<file path="src/rtl/fir_coef_loader.sv">
// Double-buffered FIR coefficient loader: a valid/ready stream fills a shadow bank, and a commit copies it to the tap weights in one cycle.
// Optional macro FIR_COEF_SYM_EN adds i_sym to load symmetric sets from ceil(NUM_TAPS/2) words.
//   state    | meaning
//   S_IDLE   | waiting for i_start; active bank stable
//   S_LOAD   | accepting coefficient words into the shadow bank
//   S_COMMIT | shadow -> active copy at the next edge, o_done follows
module fir_coef_loader #(
  parameter int DATA_WIDTH = 32,
  parameter int NUM_TAPS   = 8
) (
  input  logic                           i_clk,
  input  logic                           i_rst,
  input  logic                           i_start,
  input  logic                           i_abort,
`ifdef FIR_COEF_SYM_EN
  input  logic                           i_sym,
`endif
  input  logic                           i_coef_valid,
  input  logic [DATA_WIDTH-1:0]          iv_coef,
  output logic                           o_coef_ready,
  output logic [NUM_TAPS*DATA_WIDTH-1:0] ov_weights,
  output logic                           o_busy,
  output logic                           o_done
);

  localparam int IDX_W = $clog2(NUM_TAPS);
  localparam logic [IDX_W-1:0] LAST_FULL = IDX_W'(NUM_TAPS - 1);
  localparam logic [IDX_W-1:0] LAST_SYM  = IDX_W'((NUM_TAPS + 1) / 2 - 1);

  typedef enum logic [1:0] {S_IDLE, S_LOAD, S_COMMIT} state_e;

  state_e                state_q, state_d;
  logic [IDX_W-1:0]      idx_q, idx_d;
  logic [DATA_WIDTH-1:0] shadow_q [NUM_TAPS];
  logic [DATA_WIDTH-1:0] shadow_d [NUM_TAPS];
  logic [DATA_WIDTH-1:0] active_q [NUM_TAPS];
  logic [DATA_WIDTH-1:0] active_d [NUM_TAPS];
  logic                  done_q, done_d;
  logic                  load_sym;
  logic                  xfer;
  logic                  last_word;
  logic [IDX_W-1:0]      last_idx;
  logic [IDX_W-1:0]      mir_idx;

`ifdef FIR_COEF_SYM_EN
  logic sym_q, sym_d;

  always_comb begin
    sym_d = sym_q;
    if (state_q == S_IDLE) sym_d = i_sym;
  end

  always_ff @(posedge i_clk) begin
    if (i_rst) sym_q <= 1'b0;
    else       sym_q <= sym_d;
  end

  assign load_sym = sym_q;
`else
  assign load_sym = 1'b0;
`endif

  assign xfer      = i_coef_valid && (state_q == S_LOAD);
  assign last_idx  = load_sym ? LAST_SYM : LAST_FULL;
  assign last_word = (idx_q == last_idx);
  assign mir_idx   = LAST_FULL - idx_q;

  // state register
  always_ff @(posedge i_clk) begin
    if (i_rst) state_q <= S_IDLE;
    else       state_q <= state_d;
  end

  // next-state logic; abort takes priority over start and over the final word
  always_comb begin
    state_d = state_q;
    case (state_q)
      S_IDLE:   if (i_start && !i_abort) state_d = S_LOAD;
      S_LOAD: begin
        if (i_abort)                state_d = S_IDLE;
        else if (xfer && last_word) state_d = S_COMMIT;
      end
      S_COMMIT: state_d = S_IDLE;
      default:  state_d = S_IDLE;
    endcase
  end

  always_comb begin
    idx_d    = idx_q;
    shadow_d = shadow_q;
    active_d = active_q;
    done_d   = 1'b0;
    if (state_q == S_IDLE && i_start && !i_abort) idx_d = '0;
    if (xfer && !i_abort) begin
      shadow_d[idx_q] = iv_coef;
      if (load_sym) shadow_d[mir_idx] = iv_coef;
      if (!last_word) idx_d = idx_q + IDX_W'(1);
    end
    if (state_q == S_COMMIT) begin
      active_d = shadow_q;
      done_d   = 1'b1;
    end
  end

  always_ff @(posedge i_clk) begin
    if (i_rst) begin
      idx_q    <= '0;
      shadow_q <= '{default: '0};
      active_q <= '{default: '0};
      done_q   <= 1'b0;
    end else begin
      idx_q    <= idx_d;
      shadow_q <= shadow_d;
      active_q <= active_d;
      done_q   <= done_d;
    end
  end

  // outputs depend on registered state only
  always_comb begin
    o_coef_ready = (state_q == S_LOAD);
    o_busy       = (state_q == S_LOAD) || (state_q == S_COMMIT);
    o_done       = done_q;
    ov_weights   = '0;
    for (int k = 0; k < NUM_TAPS; k++)
      ov_weights[k*DATA_WIDTH +: DATA_WIDTH] = active_q[k];
  end

endmodule
</file>
<file path="config.mk">
export PLATFORM = sky130hd
export DESIGN_NAME = fir_coef_loader
export DESIGN_NICKNAME = d
export VERILOG_FILES = /design/src/rtl/fir_coef_loader.sv
export SDC_FILE = /design/constraint.sdc
export NUM_CORES = 1
export LEC_CHECK = 0
export ABC_CLOCK_PERIOD_IN_PS = 1900
export BUFFER_PORTS_ARGS = -buffer_cell sky130_fd_sc_hd__buf_4
export CAP_MARGIN = 40
export CELL_PAD_IN_SITES_DETAIL_PLACEMENT = 1
export CELL_PAD_IN_SITES_GLOBAL_PLACEMENT = 2
export CORE_ASPECT_RATIO = 0.6
export CORE_MARGIN = 5
export CORE_UTILIZATION = 37
export DETAILED_ROUTE_END_ITERATION = 6
export GPL_TIMING_DRIVEN = 0
export HOLD_SLACK_MARGIN = 0.03
export PLACE_DENSITY_LB_ADDON = 0.12
export SLEW_MARGIN = 20
export SYNTH_ARGS = -nofsm -noshare
export SYNTH_HDL_FRONTEND = slang
export SYNTH_SLANG_ARGS = --single-unit
export TNS_END_PERCENT = 10
</file>
<file path="constraint.sdc">
create_clock -name i_clk -period 1.9 [get_ports i_clk]
set_clock_uncertainty 0.1 [all_clocks]
set_input_delay 0.095 -clock i_clk [delete_from_list [all_inputs] [get_ports i_clk]]
set_output_delay 0.095 -clock i_clk [all_outputs]
set_load 0.1 [all_outputs]
</file>
==> out/results.txt, run 1 <==
FP Rows -> 64
min Tclk post-route -> 1.886 ns
crit end category -> register
non-filler cells, final -> 2857
sequential fraction of the synthesis area -> 0.5367
detailed-router iteration count before antenna repair -> 4
die area -> 57040 um^2
share of the synthesized area in the top cell type -> 0.5367
Final Util -> 0.4737
Worst-path clk slew -> 0.06 ns
Hold Crit Class -> in -> reg
number of global-route vias before repair -> 14780
Port Buf Inserts -> 294
CP max FO -> 10
Via-to-Cell Ratio -> 4.779
required time of the worst setup path -> 2.25 ns
GRT Residual Overflow -> 0
Vias -> 13660
# DRC -> 0
area grow syn2layout -> 25.85%
Routed wire per std cell -> 21.82 um
clock buffer depth -> 3
clk_lat worst skew -> 0.57 ns
first-pass GRT wire length -> 93350 um
status -> completed
Net Sw Frac -> 0.2271
Leak -> 10.66 nW
number of diodes -> 0
largest net degree at the start of global routing -> 15
GRT Resource Usage Total -> 0.2106
share of post-route cells with drive strength above 1 -> 0.2218
Final Hold Fails -> 0
Final period util -> 0.9927
RR Endpoint -> ov_weights[174]
normalized max-slew margin -> 0.4154
remaining antenna violation count -> 0
Cells after DPL -> 2761
Boundary Pins -> 296
Worst VDD drop -> 0.0005330 V
Setup CP Type -> reg -> reg
most area-consuming cells after synthesis -> dfxtp_1 54%, mux2i_1 27%, nand2b_1 9.5%
Synth Flop Type -> dfxtp_1
R2R depth -> 6
CTS H-tree depth -> 2
most frequent cell after synthesis -> dfxtp_1
WHS Path Cells -> 4
gpl congestion -> 0.7752
mapped cell area -> 19320 um^2
Worst-Margin Slew -> 0.8770 ns
Synth area leader -> dfxtp_1
Clk network pwr share -> 0.459
CTS buffer count -> 51
startpoint class of the critical path -> register
Pins Over Slew Limit -> 0
crit path DAT -> 2.23 ns
hpwl dp -> 46020 um
hold path start -> iv_coef[15]
Max Clock Freq -> 0.5302 GHz
core area -> 51330 um^2
Starting Density -> 0.3764
sequential share of power -> 0.496
Hold Crit Endpoint -> shadow_q[239]
post-synthesis register bit count -> 518
initial antenna violation count -> 1
CTS sink count -> 518
Post-synth EDFFs -> 0
Root Buffer -> clkbuf_16
Fin Hold WS -> 0.06051 ns
Distinct cells, synth -> 26
combinational share of power -> 0.045
Synth Net Count -> 1812
Final nets -> 2168
CTS tree -> built
syn avg cell area -> 10.92 um^2
R2R Setup Slk -> 0.01 ns
Post-CTS Setup Repair Bufs -> 0
Int Pwr -> 0.01701 W
ys async rst share -> 0
die height -> 187.0 um
Post-Syn Instances -> 1769
drt first-iter violations -> 608
power per cell area -> 905.1 nW/um^2
Setup violations, final -> 0
RSZ-0062 raised after global routing -> true
Reg-to-Reg Start -> state_q[0]
Routed WL -> 62340 um
synth cell count leaders -> 518 x dfxtp_1, 513 x mux2i_1, 292 x nand2b_1
max_cap viols -> 0
Die W -> 305.0 um
Yosys Warn Count -> 0
Net Switching -> 0.004999 W
layer usage:
layer  vias to the layer above  share of wire  track usage
li1                       6532              -            -
met1                      6846           0.47       0.2889
met2                       206           0.47       0.3533
met3                        71          0.039      0.03791
met4                         0          0.017      0.03821
met5                         -              0            0
cells by family (layout without fill, tap and decap cells):
kind of cell / count (synthesis) / count (layout) / synth area share
adders and majority gates: 6 / 6 / 0.003885
and+or+nand+nor: 574 / 574 / 0.1528
DFF: 518 / 518 / 0.5367
AOI/OAI and AO/OA: 7 / 7 / 0.002202
muxes: 513 / 513 / 0.2658
buffers and inverters: 151 / 546 / 0.03872
flip-flops by register name (all words and copies together), names as in the netlist:
name and cells:
idx_q 3, o_done 1, ov_weights 256, shadow_q 256, state_q 2
per-stage QoR:
| step | cell area, um^2 | setup WS [ns] | power [W] | setup TNS [ns] |
|---|---|---|---|---|
| 3_3_place_gp | 22410 | -0.4997 | 0.01210 | -85.56 |
| 6_report | 24320 | 0.01393 | 0.02201 | 0 |
| 2_1_floorplan | 19330 | 0.02802 | 0.01172 | 0 |
| 3_5_place_dp | 22470 | -0.5822 | 0.01213 | -101.56 |
| 4_1_cts | 24260 | 0.008096 | 0.02225 | 0 |
| 5_1_grt | 24320 | -0.05867 | 0.02281 | -1.895 |
worst max-delay path: stages (launching register included):
cell and delay [ns]:
dfxtp_1 0.34, inv_1 0.12, ha_2 0.29, buf_4 0.26, buf_4 0.29, mux2i_1 0.26, nor2_1 0.08
worst max-delay path by stage:
stage	start	to	slack (ns)	cells past startpoint
4_1_cts	state_q[1]	shadow_q[213]	0.008	8
3_3_place_gp	state_q[0]	ov_weights[38]	-0.50	7
2_1_floorplan	state_q[0]	shadow_q[213]	0.03	7
6_report	state_q[0]	ov_weights[174]	0.01	6
5_1_grt	state_q[1]	shadow_q[36]	-0.06	7
3_5_place_dp	state_q[0]	ov_weights[41]	-0.58	7
layout by cell type, fill, tap and decap left out, drive strengths merged, types with 2 or more instances in the layout:
| cell | n |
|---|---|
| a21oi | 4 |
| and2 | 2 |
| buf | 416 |
| bufinv | 3 |
| clkbuf | 101 |
| clkinv | 15 |
| dfxtp | 518 |
| dlygate4sd3 | 6 |
| ha | 6 |
| inv | 4 |
| mux2i | 513 |
| nand2 | 9 |
| nand2b | 292 |
| nand3 | 5 |
| nor2 | 257 |
| nor2b | 4 |
power groups by stage:
stage	Clock (W)	Combinational, W	Sequential [W]
after floorplan	0	0.000553	0.0112
after global placement	0	0.000934	0.0112
after detailed placement	0	0.000958	0.0112
after CTS	0.0103	0.000980	0.0109
after global routing	0.0108	0.00104	0.0109
final	0.0101	0.000981	0.0109
cell type report:
class / instances / area [um^2]
Timing Repair Buffer: 305 / 2336
Fill cell: 5609 / 27010
Inverter: 2 / 7.507
Clock inverter: 21 / 192.7
Buffer: 147 / 853.3
Multi-Input combinational cell: 1100 / 8229
Clock buffer: 71 / 1461
Tap cell: 693 / 867.1
Sequential cell: 518 / 10370
what timing repair did:
item,CTS,global route
setup endpoints to repair,337,196
pin swaps,0,0
resized for setup,33,22
hold buffers,6,0
endpoints found under the hold margin,15,0
(Power assumes the default switching activity.)
==> inputs of run 2 (changes only) <==
Settings changed: ABC_AREA set to 1, CORE_UTILIZATION 37 to 32, SKIP_LAST_GASP set to 1.
==> run 2 against run 1 <==
Flip-flop and latch count unchanged. Worst setup slack better by 0.051 ns. Clock power rose by 7%. Non-clock buffer count is 74 higher. Register-to-register slack better by 0.05 ns. Combinational power grew to 23 times the previous value. Critical path type unchanged. Largest power group is now combinational logic.
==> out/results.txt, run 2 <==
status -> completed
Post-synth EDFFs -> 0 (unchanged)
CTS tree -> built
drt first-iter violations -> 1171 (+93%)
Cell Chain, Critical Path -> inv_2 -> ha_4 -> buf_6 -> clkinv_4 -> buf_4 -> buf_2 -> nor2_1 -> nor2_1
detailed-router iteration count before antenna repair -> 5 (+1)
ys async rst share -> 0 (unchanged)
Routed WL -> 78810 um (+26%)
Fillers -> 7330 (+31%)
Worst VDD drop -> 0.001019 V (+91%)
post-synthesis register bit count -> 518 (unchanged)
die height -> 199.4 um (+6.6%)
most frequent cell after synthesis -> nor2_1
RSZ-0062 raised after global routing -> true
Hold Crit Class -> in -> reg
syn avg cell area -> 7.327 um^2 (-33%)
clock buffer depth -> 3 (unchanged)
Setup violations, final -> 0 (unchanged)
Synth area leader -> dfxtp_1
largest net degree at the start of global routing -> 14 (-1)
mapped cell area -> 19120 um^2 (-1.0%)
R2R Setup Slk -> 0.06 ns (+0.05 ns)
Root Buffer -> clkbuf_16
most frequent cells in the layout -> 1022 x nor2_1, 516 x dfxtp_1, 334 x buf_4
Post-Syn Instances -> 2610 (+48%)
Boundary Pins -> 296 (unchanged)
Vias -> 18550 (+36%)
gpl congestion -> 0.7837 (+1.1%)
required time of the worst setup path -> 2.29 ns (+0.04 ns)
hold path start -> iv_coef[0]
Yosys Warn Count -> 0 (unchanged)
placed inst area -> 22560 um^2 (+0.42%)
area grow syn2layout -> 30.08%
CP max FO -> 11 (+1)
hpwl dp -> 57280 um (+24%)
startpoint class of the critical path -> register
Max Clock Freq -> 0.5449 GHz (+2.8%)
GRT Residual Overflow -> 0 (unchanged)
initial antenna violation count -> 9 (+8)
critical path's slowest cell -> dfxtp_2
CTS H-tree depth -> 2 (unchanged)
Cells after DPL -> 3701 (+34%)
non-filler cells, final -> 3826 (+34%)
Synth Net Count -> 2653 (+46%)
Distinct cells, synth -> 17 (-35%)
Port Buf Inserts -> 295 (+0.34%)
CTS sink count -> 518 (unchanged)
normalized max-slew margin -> 0.3367 (-0.07863)
Pins Over Slew Limit -> 0 (unchanged)
CTS buffer count -> 53 (+3.9%)
Hold Crit Endpoint -> shadow_q[0]
max_cap viols -> 0 (unchanged)
core area -> 59140 um^2 (+15%)
power per cell area -> 1902 nW/um^2 (+110%)
synth cell count leaders -> 1037 x nor2_1, 518 x dfxtp_1, 315 x nand2_1
Routed wire per std cell -> 20.60 um (-5.6%)
Final period util -> 0.9659 (-0.02673)
Die W -> 325.6 um (+6.7%)
GRT Resource Usage Total -> 0.2356 (+0.02503)
Buffers & Inverters on Critical Path -> 5 (+2)
share of post-route cells with drive strength above 1 -> 0.1821 (-0.03969)
WHS Path Cells -> 5 (+1)
crit end category -> register
Worst-Margin Slew -> 0.9938 ns (+0.1168 ns)
# DRC -> 0 (unchanged)
commonest non-fill, non-tap cell in the layout -> nor2_1
share of the synthesized area in the top cell type -> 0.5422 (+0.005548)
CP peak stage delay -> 0.34 ns (about the same)
sequential fraction of the synthesis area -> 0.5422 (+0.005548)
FP Rows -> 69 (+7.8%)
crit path DAT -> 2.22 ns (about the same)
remaining antenna violation count -> 0 (unchanged)
Starting Density -> 0.3234 (-0.05305)
number of global-route vias before repair -> 19020 (+29%)
RR Endpoint -> ov_weights[14]
most area-consuming cells after synthesis -> dfxtp_1 54%, nor2_1 20%, o21ai_0 6.7%
Final Hold Fails -> 0 (unchanged)
Final nets -> 3047 (+41%)
Reg-to-Reg Start -> state_q[0]
Setup CP Type -> reg -> reg
min Tclk post-route -> 1.835 ns (-0.05080 ns)
first-pass GRT wire length -> 116500 um (+25%)
Via-to-Cell Ratio -> 4.849 (+1.5%)
final instance area -> 24880 um^2 (+2.3%)
R2R depth -> 8 (+2)
Worst path most repeated cell -> nor2_1
Leak -> 11.53 nW (+8.2%)
clk_lat worst skew -> 0.60 ns (+0.03 ns)
Crit path max-delay family -> buffers and inverters
Worst-path clk slew -> 0.06 ns (about the same)
die area -> 64910 um^2 (+14%)
Synth Flop Type -> dfxtp_1
[run 2: routing by layer]
layer / up-vias / share of wire / GRT usage / routed length, um
met1: 9000 / 0.46 / 0.3132 / 36500
met3: 117 / 0.058 / 0.05216 / 4600
met5: - / 0.00042 / 0 / 33
met4: 4 / 0.025 / 0.06368 / 1978
li1: 9009 / - / - / -
met2: 422 / 0.45 / 0.3915 / 35700
[run 2: cells by family (layout without fill, tap and decap cells)]
kind of cell / Yosys count / after routing / synth area share
and+or+nand+nor: 1595 / 1595 / 0.3310
DFF: 518 / 518 / 0.5422
AOI/OAI and AO/OA: 258 / 258 / 0.06752
buffers and inverters: 233 / 665 / 0.05535
adders and majority gates: 6 / 6 / 0.003925
other: 0 / 3 / 0
[run 2: worst max-delay path by stage]
stage | start | to | slack [ns] | depth (start not counted)
after floorplan | state_q[1] | shadow_q[207] | 0.09 | 9
after global placement | state_q[0] | ov_weights[57] | -0.86 | 8
after detailed placement | state_q[0] | ov_weights[57] | -0.85 | 8
after CTS | state_q[1] | shadow_q[185] | -0.13 | 7
after global routing | idx_q[1] | shadow_q[225] | -0.01 | 8
final | state_q[0] | ov_weights[14] | 0.06 | 8
[run 2: through the flow]
step | power [W] | hold WS [ns] | util | worst slack (ns) | TNS (ns)
after CTS | 0.04758 | 0.05303 | 0.4165 | -0.1316 | -9.982
after global placement | 0.03604 | 0.2490 | 0.3776 | -0.8568 | -174.56
after global routing | 0.04930 | 0.1227 | 0.4206 | -0.01448 | -0.03802
after detailed placement | 0.03645 | 0.2598 | 0.3815 | -0.8531 | -184.28
final | 0.04732 | 0.08773 | 0.4207 | 0.06473 | 0
after floorplan | 0.03082 | 0.06652 | - | 0.09005 | 0
[run 2: repair_timing]
action	CTS	global route
pin swaps	1	4
gates resized for setup	41	77
gates cloned	0	0
hold buffers	19	2
buffers inserted	4	2
endpoints found under the hold margin	60	5
endpoints found under the setup margin	433	491
[run 2: area by class of cell]
type                            count  area [um^2]  share of cell area
Multi-Input combinational cell   1859         7804              0.3137
Inverter                           46        180.2            0.007242
Tap cell                          781        977.2             0.03928
Clock buffer                       78         1553             0.06242
Sequential cell                   518        10370              0.4169
Buffer                            187         1022             0.04109
Timing Repair Buffer              339         2755              0.1107
Clock inverter                     15        206.4            0.008299
Antenna cell                        3        7.507           0.0003018
[run 2: report_power, final]
group	internal (W)	switching (W)
clock	0.00631	0.00452
sequential	0.0128	0.00115
combinational	0.00417	0.0184
[run 2: worst reg2reg max path: cells and delay by family (launching register included)]
family	cells	cell delay [ns]
simple gates	2	0.26
fa+ha+maj	1	0.20
buf+inv	5	0.82
flops	1	0.34
==> inputs of run 3 (changes only) <==
Settings changed: MAX_ROUTING_LAYER set to met4, REMOVE_ABC_BUFFERS set to 1.
==> run 3 against run 2 <==
Cell count fell by 2.5%. Sequential share of layout area decreased by 1.0 points. Critical path depth grew 1. Critical path type unchanged. Worst setup slack got worse by 0.038 ns. Clock power shrank 4%. Core utilization rose by 1.1 points. Critical endpoint is now shadow_q[5]. Power grew 1.4%. Global-route usage fell by 1.2 points. Count of clock-buffer cells in the layout rose by 5. Flip-flop and latch count unchanged. Register-to-register slack lost 0.04 ns. The run now ends with hold timing left.
==> out/results.txt, run 3 (synthesized netlist as in run 2, its figures left out) <==
normalized max-slew margin -> 0.5918 (+0.2551)
total power -> 0.04798 W (+1.4%)
Fillers -> 7106 (-3.1%)
placed inst area -> 22580 um^2 (about the same)
pre-CTS WS -> -1.041 ns (-0.1877 ns)
# DRC -> 0 (unchanged)
die area -> 64910 um^2 (unchanged)
Via-to-Cell Ratio -> 4.824 (-0.51%)
Worst-Margin Slew -> 0.6123 ns (-0.3816 ns)
final instance area -> 25500 um^2 (+2.5%)
register area -> 10380 um^2 (about the same)
Hold-fix buffers, CTS -> 36 (+17)
CTS buffer count -> 51 (-3.8%)
GRT Resource Usage Total -> 0.2236 (-0.01203)
Routed wire per std cell -> 19.58 um (-4.9%)
Final WS setup -> 0.02627 ns (-0.03846 ns)
share of post-route cells with drive strength above 1 -> 0.1714 (-0.01076)
sequential share of power -> 0.294 (about the same)
area grow syn2layout -> 33.36%
clock buffer depth -> 3 (unchanged)
Multi-input gate area -> 7814 um^2 (+0.13%)
first-pass GRT wire length -> 110700 um (-5.0%)
Int Pwr -> 0.02375 W (+1.9%)
crit path DAT -> 2.27 ns (+0.05 ns)
hpwl dp -> 42500 um (-26%)
max_cap viols -> 0 (unchanged)
Net Switching -> 0.02423 W (+0.86%)
Vias -> 17990 (-3.0%)
power per cell area -> 1881 nW/um^2 (-1.1%)
gpl congestion -> 0.7201 (-8.1%)
CTS sink count -> 518 (unchanged)
CTS tree -> built
die height -> 199.4 um (unchanged)
Max Clock Freq -> 0.5337 GHz (-2.1%)
FP Rows -> 69 (unchanged)
Port Buf Inserts -> 295 (unchanged)
Net Sw Frac -> 0.5051 (-0.002671)
Final period util -> 0.9862 (+0.02024)
Pins Over Slew Limit -> 0 (unchanged)
Fin Hold WS -> -0.3576 ns (-0.4453 ns)
setup TNS -> 0 ns (unchanged)
failing checks -> hold timing
Setup violations, final -> 0 (unchanged)
Hold Crit Class -> in -> reg
RSZ-0062 raised after global routing -> true
crit end category -> register
GRT Residual Overflow -> 0 (unchanged)
Clk network pwr share -> 0.218 (-0.011)
Worst VDD drop -> 0.001169 V (+15%)
CTS H-tree depth -> 2 (unchanged)
number of global-route vias before repair -> 18550 (-2.5%)
commonest non-fill, non-tap cell in the layout -> nor2_1
Worst-path clk slew -> 0.06 ns (about the same)
largest net degree at the start of global routing -> 146 (+132)
required time of the worst setup path -> 2.29 ns (about the same)
startpoint class of the critical path -> register
Setup CP Type -> reg -> reg
Routed WL -> 73020 um (-7.3%)
status -> finished, violations left
clk_lat worst skew -> 0.60 ns (about the same)
Final Hold Fails -> 62 (+62)
most frequent cells in the layout -> 1032 x nor2_1, 514 x dfxtp_1, 326 x buf_4
Root Buffer -> clkbuf_16
core area -> 59140 um^2 (unchanged)
combinational share of power -> 0.488 (+0.012)
detailed-router iteration count before antenna repair -> 5 (unchanged)
Leak -> 11.67 nW (+1.2%)
Boundary Pins -> 296 (unchanged)
Starting Density -> 0.3234 (unchanged)
min Tclk post-route -> 1.874 ns (+0.03846 ns)
initial antenna violation count -> 0 (-9)
CP max FO -> 10 (-1)
Final nets -> 2948 (-3.2%)
Die W -> 325.6 um (unchanged)
drt first-iter violations -> 1019 (-13%)
remaining antenna violation count -> 0 (unchanged)
-- run 3: power by group through the flow --
| stage | Sequential, W | Clock (W) | Combinational [W] |
|---|---|---|---|
| 6_report | 0.0141 | 0.0104 | 0.0234 |
| 5_1_grt | 0.0143 | 0.0112 | 0.0245 |
| 4_1_cts | 0.0142 | 0.0108 | 0.0233 |
| 3_5_place_dp | 0.0144 | 0 | 0.0222 |
| 3_3_place_gp | 0.0125 | 0 | 0.00988 |
| 2_1_floorplan | 0.0244 | 0 | 0.00396 |
-- run 3: layout make-up --
class | instances | area share
Timing Repair Buffer | 426 | 0.1726
Clock buffer | 83 | 0.06221
Sequential cell | 518 | 0.4068
Antenna cell | 1 | 0.00009812
Tap cell | 781 | 0.03831
Clock inverter | 12 | 0.004759
Timing Repair inverter | 1 | 0.0006378
Multi-Input combinational cell | 1861 | 0.3064
Inverter | 46 | 0.008193
-- run 3: routing by layer --
layer,share of wire,vias to the layer above,wire length [um],global-route usage
met4,0.017,0,1220,0.04912
li1,-,8787,-,-
met1,0.48,8831,35190,0.2965
met3,0.041,80,2998,0.03758
met2,0.46,291,33600,0.3632
met5,0,-,0,-
-- run 3: worst max-delay path, stage by stage, from the launching register on --
cell,delay [ns]
dfxtp_2,0.35
inv_2,0.09
ha_4,0.17
buf_12,0.11
nand3_4,0.12
buf_4,0.21
nor2_4,0.39
nand2_1,0.09
nand2_1,0.07
nor2_1,0.04
-- run 3: timing repair --
item                       4_1_cts  5_1_grt
buffers inserted                27       15
setup endpoints to repair      518      399
hold endpoints to repair       307       88
pin swaps                       10        6
cloned                          12        2
resized for setup               12       13
-- run 3: final timing paths --
check          startpoint  slack, ns  depth (start not counted)         endpoint
max            state_q[1]       0.03                          9      shadow_q[5]
min                 i_rst      -0.36                          2         idx_q[2]
max reg2reg    state_q[1]       0.03                          9      shadow_q[5]
min reg2reg  shadow_q[75]       0.38                          2  ov_weights[171]
-- run 3: metrics by stage --
step | instances | util
2_1_floorplan | 2423 | -
3_3_place_gp | 3499 | 0.3624
3_5_place_dp | 3541 | 0.3818
4_1_cts | 3711 | 0.4277
5_1_grt | 3728 | 0.4312
6_report | 3729 | 0.4313
